==> config.mk <==
export PLATFORM = sky130hd
export DESIGN_NAME = mem_ctrl
export DESIGN_NICKNAME = d
export VERILOG_FILES = /design/src/rtl/mem_ctrl.sv
export SDC_FILE = /design/constraint.sdc
export NUM_CORES = 1
export LEC_CHECK = 0
export CAP_MARGIN = 20
export CELL_PAD_IN_SITES_DETAIL_PLACEMENT = 1
export CELL_PAD_IN_SITES_GLOBAL_PLACEMENT = 1
export CORE_MARGIN = 3
export CORE_UTILIZATION = 23
export CTS_CLUSTER_SIZE = 28
export DETAILED_ROUTE_END_ITERATION = 10
export PLACE_DENSITY = 0.75
export SLEW_MARGIN = 20
export SYNTH_ARGS = -nofsm -noshare
export SYNTH_HDL_FRONTEND = slang
export SYNTH_SLANG_ARGS = --single-unit
==> constraint.sdc <==
create_clock -name clock -period 1.2 [get_ports clock]
set_input_delay 0.24 -clock clock [delete_from_list [all_inputs] [get_ports clock]]
set_output_delay 0.24 -clock clock [all_outputs]
set_load 0.03 [all_outputs]
==> src/rtl/mem_ctrl.sv <==
// Memory access sequencer: owns MAR/MDR and turns one-cycle read/write requests
// into timed strobes for a synchronous RAM with one cycle of registered read latency.
module mem_ctrl #(
  parameter int ADDR_W = 9,
  parameter int DATA_W = 32
) (
  input  logic              clock,
  input  logic              clear,
  input  logic [DATA_W-1:0] BusMuxOut,
  input  logic              MARin,
  input  logic              MDRin,
  input  logic              mem_rd,
  input  logic              mem_wr,
  input  logic [DATA_W-1:0] MDataIn,
  output logic              ram_read,
  output logic              ram_write,
  output logic [ADDR_W-1:0] ram_addr,
  output logic [DATA_W-1:0] ram_wdata,
  output logic [DATA_W-1:0] MDR_out,
  output logic              busy,
  output logic              done,
  output logic              err,
  output logic [2:0]        dbg_state
);

  typedef enum logic [2:0] {
    IDLE     = 3'd0,
    WR       = 3'd1,
    RD_ISSUE = 3'd2,
    RD_WAIT  = 3'd3,
    DONE     = 3'd4
  } state_t;

  state_t              state_q, state_d;
  logic [ADDR_W-1:0]   mar_q, mar_d;
  logic [DATA_W-1:0]   mdr_q, mdr_d;
  logic                err_q, err_d;
  logic                ram_read_q, ram_write_q, busy_q, done_q;
  logic                load_ok;
  logic                unused_bus_hi;

  // Upper bus bits never reach MAR; the RAM only decodes ADDR_W bits.
  assign unused_bus_hi = ^BusMuxOut[DATA_W-1:ADDR_W];

  always_comb begin
    state_d = state_q;
    mar_d   = mar_q;
    mdr_d   = mdr_q;
    err_d   = err_q;
    load_ok = (state_q == IDLE) || (state_q == DONE);

    // Loads land before the access starts, so a same-cycle request sees them.
    if (load_ok && MARin) mar_d = BusMuxOut[ADDR_W-1:0];
    if (load_ok && MDRin) mdr_d = BusMuxOut;

    case (state_q)
      IDLE: begin
        if (mem_wr) begin
          state_d = WR;
          if (mem_rd) err_d = 1'b1;
        end else if (mem_rd) begin
          state_d = RD_ISSUE;
        end
      end
      WR:       state_d = DONE;
      RD_ISSUE: state_d = RD_WAIT;
      RD_WAIT: begin
        state_d = DONE;
        mdr_d   = MDataIn;
      end
      DONE:     state_d = IDLE;
      default:  state_d = IDLE;
    endcase

    if ((state_q != IDLE) && (mem_rd || mem_wr)) err_d = 1'b1;
  end

  // Strobes are registered copies of the next-state decode, so they track state_q exactly.
  always_ff @(posedge clock or negedge clear) begin
    if (!clear) begin
      state_q     <= IDLE;
      mar_q       <= '0;
      mdr_q       <= '0;
      err_q       <= 1'b0;
      ram_read_q  <= 1'b0;
      ram_write_q <= 1'b0;
      busy_q      <= 1'b0;
      done_q      <= 1'b0;
    end else begin
      state_q     <= state_d;
      mar_q       <= mar_d;
      mdr_q       <= mdr_d;
      err_q       <= err_d;
      ram_read_q  <= (state_d == RD_ISSUE);
      ram_write_q <= (state_d == WR);
      busy_q      <= (state_d != IDLE);
      done_q      <= (state_d == DONE);
    end
  end

  assign ram_read  = ram_read_q;
  assign ram_write = ram_write_q;
  assign ram_addr  = mar_q;
  assign ram_wdata = mdr_q;
  assign MDR_out   = mdr_q;
  assign busy      = busy_q;
  assign done      = done_q;
  assign err       = err_q;
  assign dbg_state = state_q;

endmodule
Yosys cells after proc, flatten, opt, wreduce, memory -nomap -nowiden
Index checks and enable logic that the tools add are counted.
{"block": "word_totals", "ff_bits": 49, "elab_cells": 38, "input_bits": 70, "output_inout_bits": 81}
{"block": "classes", "n_eq_ne": 7, "reduce_logical": 14, "n_mux": 9}
{"operator": "two-way mux 32 bit", "count": 2}
{"operator": "equality test 3 x 2 -> 1 bit, second input constant", "count": 3}
{"operator": "case mux 3 bit (3 select lines)", "count": 1}
{"operator": "nonzero test 2 bit", "count": 4}
{"operator": "equality test 3 x 1 -> 1 bit, second input constant", "count": 2}
{"operator": "equality test 3 bit, second input constant", "count": 2}
{"operator": "two-way mux 3 bit", "count": 2}
{"operator": "nonzero test 3 bit", "count": 2}
{"operator": "two-way mux 1 bit", "count": 4}
{"operator": "logical AND 1 bit", "count": 3}
{"operator": "logical NOT 3 bit", "count": 1}
{"operator": "AND reduction 3 bit", "count": 1}
{"operator": "logical OR 1 bit", "count": 2}
{"operator": "OR reduction 2 bit", "count": 1}

Logic depth before layout (Yosys ltp)
Gate-level depths: netlist (run 1).
{"block": "logic_depth", "word_depth": 5, "depth_mapped": 6, "ltp_nobuf": 3}

Least setup slack after synthesis (run 1)
OpenSTA, ideal clock, no wires.
{"block": "synth_path", "kind": "reg2reg", "from": "register state_q[0], in the netlist dbg_state[0]", "to": "register mdr_q[0], in the netlist MDR_out[0]", "synth_period_minus_slack_ps": 1512, "path_buffers": 3, "setup_ps": 124, "arrival_time_ps": 1388, "setup_slack_ps": -312, "path_stages_with_launch": 7, "required_ps": 1076, "path_cell_list": "dfrtp_1 -> buf_6 -> or3b_1 -> buf_2 -> buf_6 -> nand3_1 -> nand2_1"}
{"block": "synth_via", "elab_chain_cells": 4, "elab_cells_between_ends": 7, "cone_classes": "2 x eq/ne; 1 x mux; 4 x reduce/logical"}
{"element": "from (decl)", "line": "34", "text": "state_t state_q, state_d;"}
{"element": "from (signal assigned)", "line": "90", "text": "state_q <= state_d;"}
{"element": "equality test 3 bit / logical NOT 3 bit (equally long branches)", "line": "50", "text": "load_ok = (state_q == IDLE) || (state_q == DONE);"}
{"element": "logical OR 1 bit", "line": "50"}
{"element": "logical AND 1 bit", "line": "54", "text": "if (load_ok && MDRin) mdr_d = BusMuxOut;"}
{"element": "nonzero test 2 bit (no source line)"}
{"element": "to (signal assigned)", "line": "92", "text": "mdr_q <= mdr_d;"}
{"element": "to (decl)", "line": "36", "text": "logic [DATA_W-1:0] mdr_q, mdr_d;"}
Parallel ways exist; a longest one is shown, timed or not.
A chain may end at the register's enable or synchronous reset.

Worst setup path in the final report (run 1)
{"block": "layout_path", "from": "register state_q[1], in the netlist dbg_state[1]", "to": "register mdr_q[19], in the netlist MDR_out[19]"}
The elaborated chain is that of the path after synthesis.

==> flow_summary_export.csv, run 1 <==
group,metric,value,unit
outcome,status,"finished, violations left",
outcome,violations,"setup timing",
sta,slew_violations,0,
synthesis,async_flop_share,100,%
synthesis,syn_avg_cell_area,9.44,um^2
sta,fin_hold_ws,482,ps
global_route,grtUsageTotal,13.6,%
global_route,grt_pass1_vias,2384,
synthesis,ys_warn_count,0,
sta,rsz0062_at_grt,"true",
sta,setup_tns,-5920,ps
clocking,cts_sinks,48,
sta,final.setup_skew,10.9,ps
clocking,numCtsBuffers,5,
power,p_leak,0.00178,uW
setup_path,rrSetupSlack,-170,ps
floorplanning,initial_core_util,23.8,%
finish,final_util,39.9,%
floorplanning,die_x,107,um
synthesis,yosysMostFrequentCell,"a21oi_1",
setup_path,worst-path-stages,4,
power,p_per_area,3040,nW/um^2
setup_path,criticalPathCategory,"reg -> reg",
global_route,gr-total-overflow,0,
global_route,use_met2,24.8,%
global_route,grt_max_degree,33,
global_route,busiest_layer,"met2",
sta,period_share,114,%
synthesis,synth_commonest_cells,"a21oi_1, dfrtp_1, buf_4, nand2_1, nor2_1",
place,place.gp.congestion,0.721,
finish,diodes,0,
clocking,cts_root_buf,"clkbuf_8",
floorplanning,die_area,11400,um^2
global_route,antenna_found_initial,0,
synthesis,synth-edff-count,0,
floorplanning,io_pins,151,
power,total_power,11900,uW
setup_path,rr_worst_depth,4,
sta,fmax,729,MHz
sta,hold_violations,0,
power,irDropWorstVdd,1310,uV
place,port_buffers,150,
setup_path,crit_arrival,1550,ps
synthesis,ys_types,22,
drt,wirelength,8010,um
global_route,grt_pass1_wl,12500,um
clocking,clk_pin_slew,100,ps
setup_path,cp_slowest_cell,"dfrtp_2",
clocking,clock_path_buffers,2,
finish,area_growth,67.9,%
worst_hold_path,hold_class,"in -> async",
floorplanning,die_h,107,um
sta,period_needed,1370,ps
synthesis,synth_fp_nets,317,
synthesis,synthFlopType,"dfrtp_1",
clocking,cts_tree,"yes",
sta,finalSetupViolations,46,
finish,num-nets-final,446,
synthesis,seq_area_frac_synth,51.5,%
clocking,htreeDepth,2,
setup_path,path_buf_inv,1,
global_route,met1_usage,16.1,%
setup_path,path_delay_family,"simple AND/OR/NAND/NOR gates",
finish,drive_gt1_share,40.6,%
sta,worstMarginPinSlew,332,ps
drt,via_count,2243,
synthesis,synth_top_cell_area_share,51.5,%
drt,post_drt_wl_per_cell,15.7,um
drt,first_pass_iters,4,
drt,drc_errors,0,
place,dp_hpwl,5980,um
drt,avgViaCountPerCell,4.40,
clocking,clock_latency,300,ps
floorplanning,rows,36,
synthesis,netlist_top_cells_area,"dfrtp_1, a21oi_1, buf_4",
synthesis,ys_seq_elements,48,
sta,fin_ws,-172,ps
drt,detail_route.iter0.violations,48,
synthesis,synth_top_area_cell,"dfrtp_1",
flow_run,cap_violations,0,
setup_path,required,1380,ps
setup_path,r2r-end,"MDR_out[19]",
setup_path,cp_max_fo,16,
place,dp_cells,496,
synthesis,synth_area,2330,um^2
finish,stdcell_count,510,
setup_path,startpoint_type,"flip-flop",
setup_path,r2r-start,"dbg_state[1]",
setup_path,worstSetupEndpointType,"flip-flop",
setup_path,path_cells,"or3b_4 -> buf_12 -> nor2_2 -> a21oi_1",
floorplanning,fp.coreArea,9820,um^2
setup_path,max_stage_delay,480,ps
global_route,use_met3,3.97,%
synthesis,netlist_instances,247,
sta,relSlewSlack,77.9,%
drt,drtAntennaViolNets,0,
[tightest hold or removal path, delay by kind of cell]
family | cells | cell delay, ps
buffers and inverters | 3 | 950
[registers in the layout, summed over array words and instances, names as in the netlist]
signal	flops
ram_read	1
MDR_out	32
ram_addr	9
ram_write	1
busy	1
err	1
dbg_state	2
done	1
[power breakdown]
part,internal [uW],switching (uW),leakage (uW)
sequential,2420,710,0.000556
clock,414,599,0.0000404
combinational,3150,4610,0.00118
[cell usage in the layout, fill, tap and decap left out, types with 2 or more instances in the layout]
cell type and instances:
a21oi_2 2, buf_6 9, clkbuf_8 5, dfrtp_2 4
dfrtp_1 44, a21oi_1 51, nor2_2 14, nor3_1 2
clkinvlp_4 2, clkdlybuf4s50_1 68, mux2_4 6, mux2_2 3
buf_12 5, inv_1 2, nor3b_2 2, buf_4 87
nor2_1 15, a22oi_1 5, nand3_2 3, nand2_2 2
nand3_1 3, nand2_1 30
[through the flow]
step           area [um^2]  worst slack [ps]
2_1_floorplan         2350              -267
3_3_place_gp          3610              -403
3_5_place_dp          3610              -406
4_1_cts               3810              -157
5_1_grt               3920              -225
6_report              3920              -172
[cells by family after synthesis]
family,synth area share [%]
buf+inv,15.5
compound gates,13.9
flops,51.5
mux,4.35
simple gates,14.8
[final cells by class]
type,count,area (um^2)
Clock buffer,5,68.8
Tap cell,133,166
Timing Repair Buffer,171,1550
Multi-Input combinational cell,148,893
Fill cell,1158,5900
Inverter,2,7.51
Clock inverter,3,23.8
Sequential cell,48,1210
[routing by layer]
| layer | routed length [um] | up-vias |
|---|---|---|
| met5 | 0 | - |
| met4 | 14 | 0 |
| met3 | 621 | 2 |
| met2 | 4220 | 94 |
| met1 | 3150 | 1102 |
| li1 | - | 1045 |
[worst max path at each step]
stage | startpoint | to | slack, ps
after floorplan | dbg_state[0] | MDR_out[0] | -270
after global placement | MDRin | MDR_out[20] | -400
after detailed placement | MDRin | MDR_out[22] | -410
after CTS | dbg_state[0] | MDR_out[20] | -160
after global routing | dbg_state[1] | ram_addr[3] | -230
final | dbg_state[1] | MDR_out[19] | -170
[repair_timing]
| action | in CTS | in global routing |
|---|---|---|
| resized for setup | 20 | 28 |
| endpoints found under the hold margin | 48 | 0 |
| pin swaps | 3 | 6 |
| gates cloned | 0 | 0 |
| setup buffers | 3 | 2 |
| endpoints found under the setup margin | 48 | 51 |
| hold buffers | 1 | 0 |
Note: power is estimated with default switching activity, not from simulation.
==> run 2, diff against run 1 <==
GPL_ROUTABILITY_DRIVEN = 1   (was default)
==> results of run 2 <==
Same layout as run 1: the final DEF is identical, and so are final timing and power.
==> run 3, diff against run 2 <==
SETUP_SLACK_MARGIN = 0.15   (was default)
==> flow_summary_export.csv, run 3 (same netlist as run 1, synthesis figures left out) <==
group,metric,value,unit
sta,worstMarginPinSlew,326,ps
sta,slew_violations,0,
finish,drive_gt1_share,40.4,%
finish,layout_commonest_cell,"buf_6",
clocking,cts_root_buf,"clkbuf_8",
setup_path,path_cells,"nor3b_2 -> buf_6 -> mux2_4",
global_route,grt_pass1_wl,13400,um
global_route,grt_max_degree,25,
clocking,numCtsBuffers,5,
sta,fin_hold_ws,483,ps
setup_path,startpoint_type,"flip-flop",
clocking,cts_tree,"yes",
place,place.gp.congestion,0.684,
floorplanning,io_pins,151,
clocking,clk_pin_slew,100,ps
global_route,antenna_found_initial,0,
power,p_leak,0.00196,uW
drt,detail_route.iter0.violations,80,
setup_path,rrSetupSlack,-180,ps
sta,fin_ws,-182,ps
outcome,violations,"setup timing",
sta,relSlewSlack,78.3,%
drt,first_pass_iters,4,
worst_hold_path,hold_class,"in -> async",
setup_path,r2r-start,"dbg_state[1]",
sta,setup_tns,-6900,ps
setup_path,max_stage_delay,480,ps
power,total_power,13300,uW
power,irDropWorstVdd,1490,uV
finish,num-nets-final,460,
setup_path,required,1400,ps
finish,final_cell_mix,"buf_6, clkdlybuf4s50_1, a21oi_1, dfrtp_1, nand2_1",
setup_path,crit_arrival,1580,ps
setup_path,worstSetupEndpointType,"flip-flop",
sta,fmax,724,MHz
flow_run,cap_violations,0,
drt,drc_errors,0,
drt,via_count,2326,
sta,period_share,115,%
drt,avgViaCountPerCell,4.44,
sta,finalSetupViolations,47,
floorplanning,fp.coreArea,9820,um^2
drt,wirelength,8890,um
setup_path,cp_max_fo,9,
sta,period_needed,1380,ps
global_route,gr-total-overflow,0,
place,dp_hpwl,6130,um
setup_path,cp_slowest_cell,"dfrtp_2",
floorplanning,initial_core_util,23.8,%
clocking,clock_latency,300,ps
drt,post_drt_wl_per_cell,17.0,um
outcome,status,"finished, violations left",
global_route,grt_pass1_vias,2592,
floorplanning,die_x,107,um
place,port_buffers,150,
sta,final.setup_skew,7.74,ps
clocking,clock_path_buffers,2,
floorplanning,die_area,11400,um^2
floorplanning,die_h,107,um
floorplanning,rows,36,
clocking,cts_sinks,48,
global_route,grtUsageTotal,14.8,%
drt,drtAntennaViolNets,0,
finish,area_growth,84.4,%
sta,hold_violations,0,
sta,rsz0062_at_grt,"true",
clocking,htreeDepth,2,
finish,diodes,0,
finish,largest_register_ffs,32,
power,p_per_area,3100,nW/um^2
setup_path,criticalPathCategory,"reg -> reg",
setup_path,startpoint,"dbg_state[1]",
[run 3: cell count changes in the layout (fill, tap and decap cells not counted), sizes merged]
| cell | previous run | this run |
|---|---|---|
| buf | 102 | 116 |
| clkinvlp | 2 | 0 |
| clkbuf | 5 | 6 |
| clkinv | 1 | 2 |
[run 3: layout make-up]
type / instances / area (um^2)
clock inverter: 2 / 10.0
inverter: 2 / 7.51
timing repair buffer: 185 / 1930
sequential: 48 / 1210
tap: 133 / 166
clock buffer: 6 / 82.6
fill: 1110 / 5520
multi-input combinational: 148 / 901
[run 3: path summary, 6_finish.rpt]
kind | endpoint | cells past startpoint
max in group asynchronous | dbg_state[0] | 3
min in group clock | MDR_out[29] | 3
hold / removal | MDR_out[1] | 3
hold reg to reg | ram_addr[3] | 1
setup reg to reg | ram_addr[1] | 3
setup / recovery | ram_addr[1] | 3
[run 3: critical path, delay by kind of cell (launching register included)]
kind          cells  cell delay, ps
flops             1             480
buf+inv           1             220
mux               1             320
simple gates      1             250
[run 3: what timing repair did]
action | 4_1_cts | 5_1_grt
pin swaps | 0 | 3
hold buffers | 1 | 0
endpoints found under the setup margin | 126 | 127
hold endpoints to repair | 48 | 0
resized for setup | 87 | 33
setup buffers | 12 | 6
[run 3: per-stage QoR]
step	area [um^2]	cells	util [%]	worst slack (ps)
finish	4300	524	43.8	-182
global route	4300	524	43.8	-234
CTS	4120	518	41.9	-163
detailed placement	3600	497	36.7	-441
global placement	3600	497	36.7	-393
floorplan	2350	247	-	-267
[run 3: power by group]
group	total [uW]	leakage (uW)	switching [uW]	internal [uW]
Combinational	8930	0.00135	4810	4130
Clock	1050	0.0000510	586	462
Sequential	3350	0.000555	932	2420
[run 3: per-layer routing]
layer / vias to the layer above / share of wire, % / GRT usage, %
li1: 1076 / - / -
met1: 1160 / 38 / 16.4
met2: 86 / 55 / 28.2
met3: 4 / 6.9 / 3.91
met4: 0 / 0.29 / 2.65
met5: - / 0 / 0
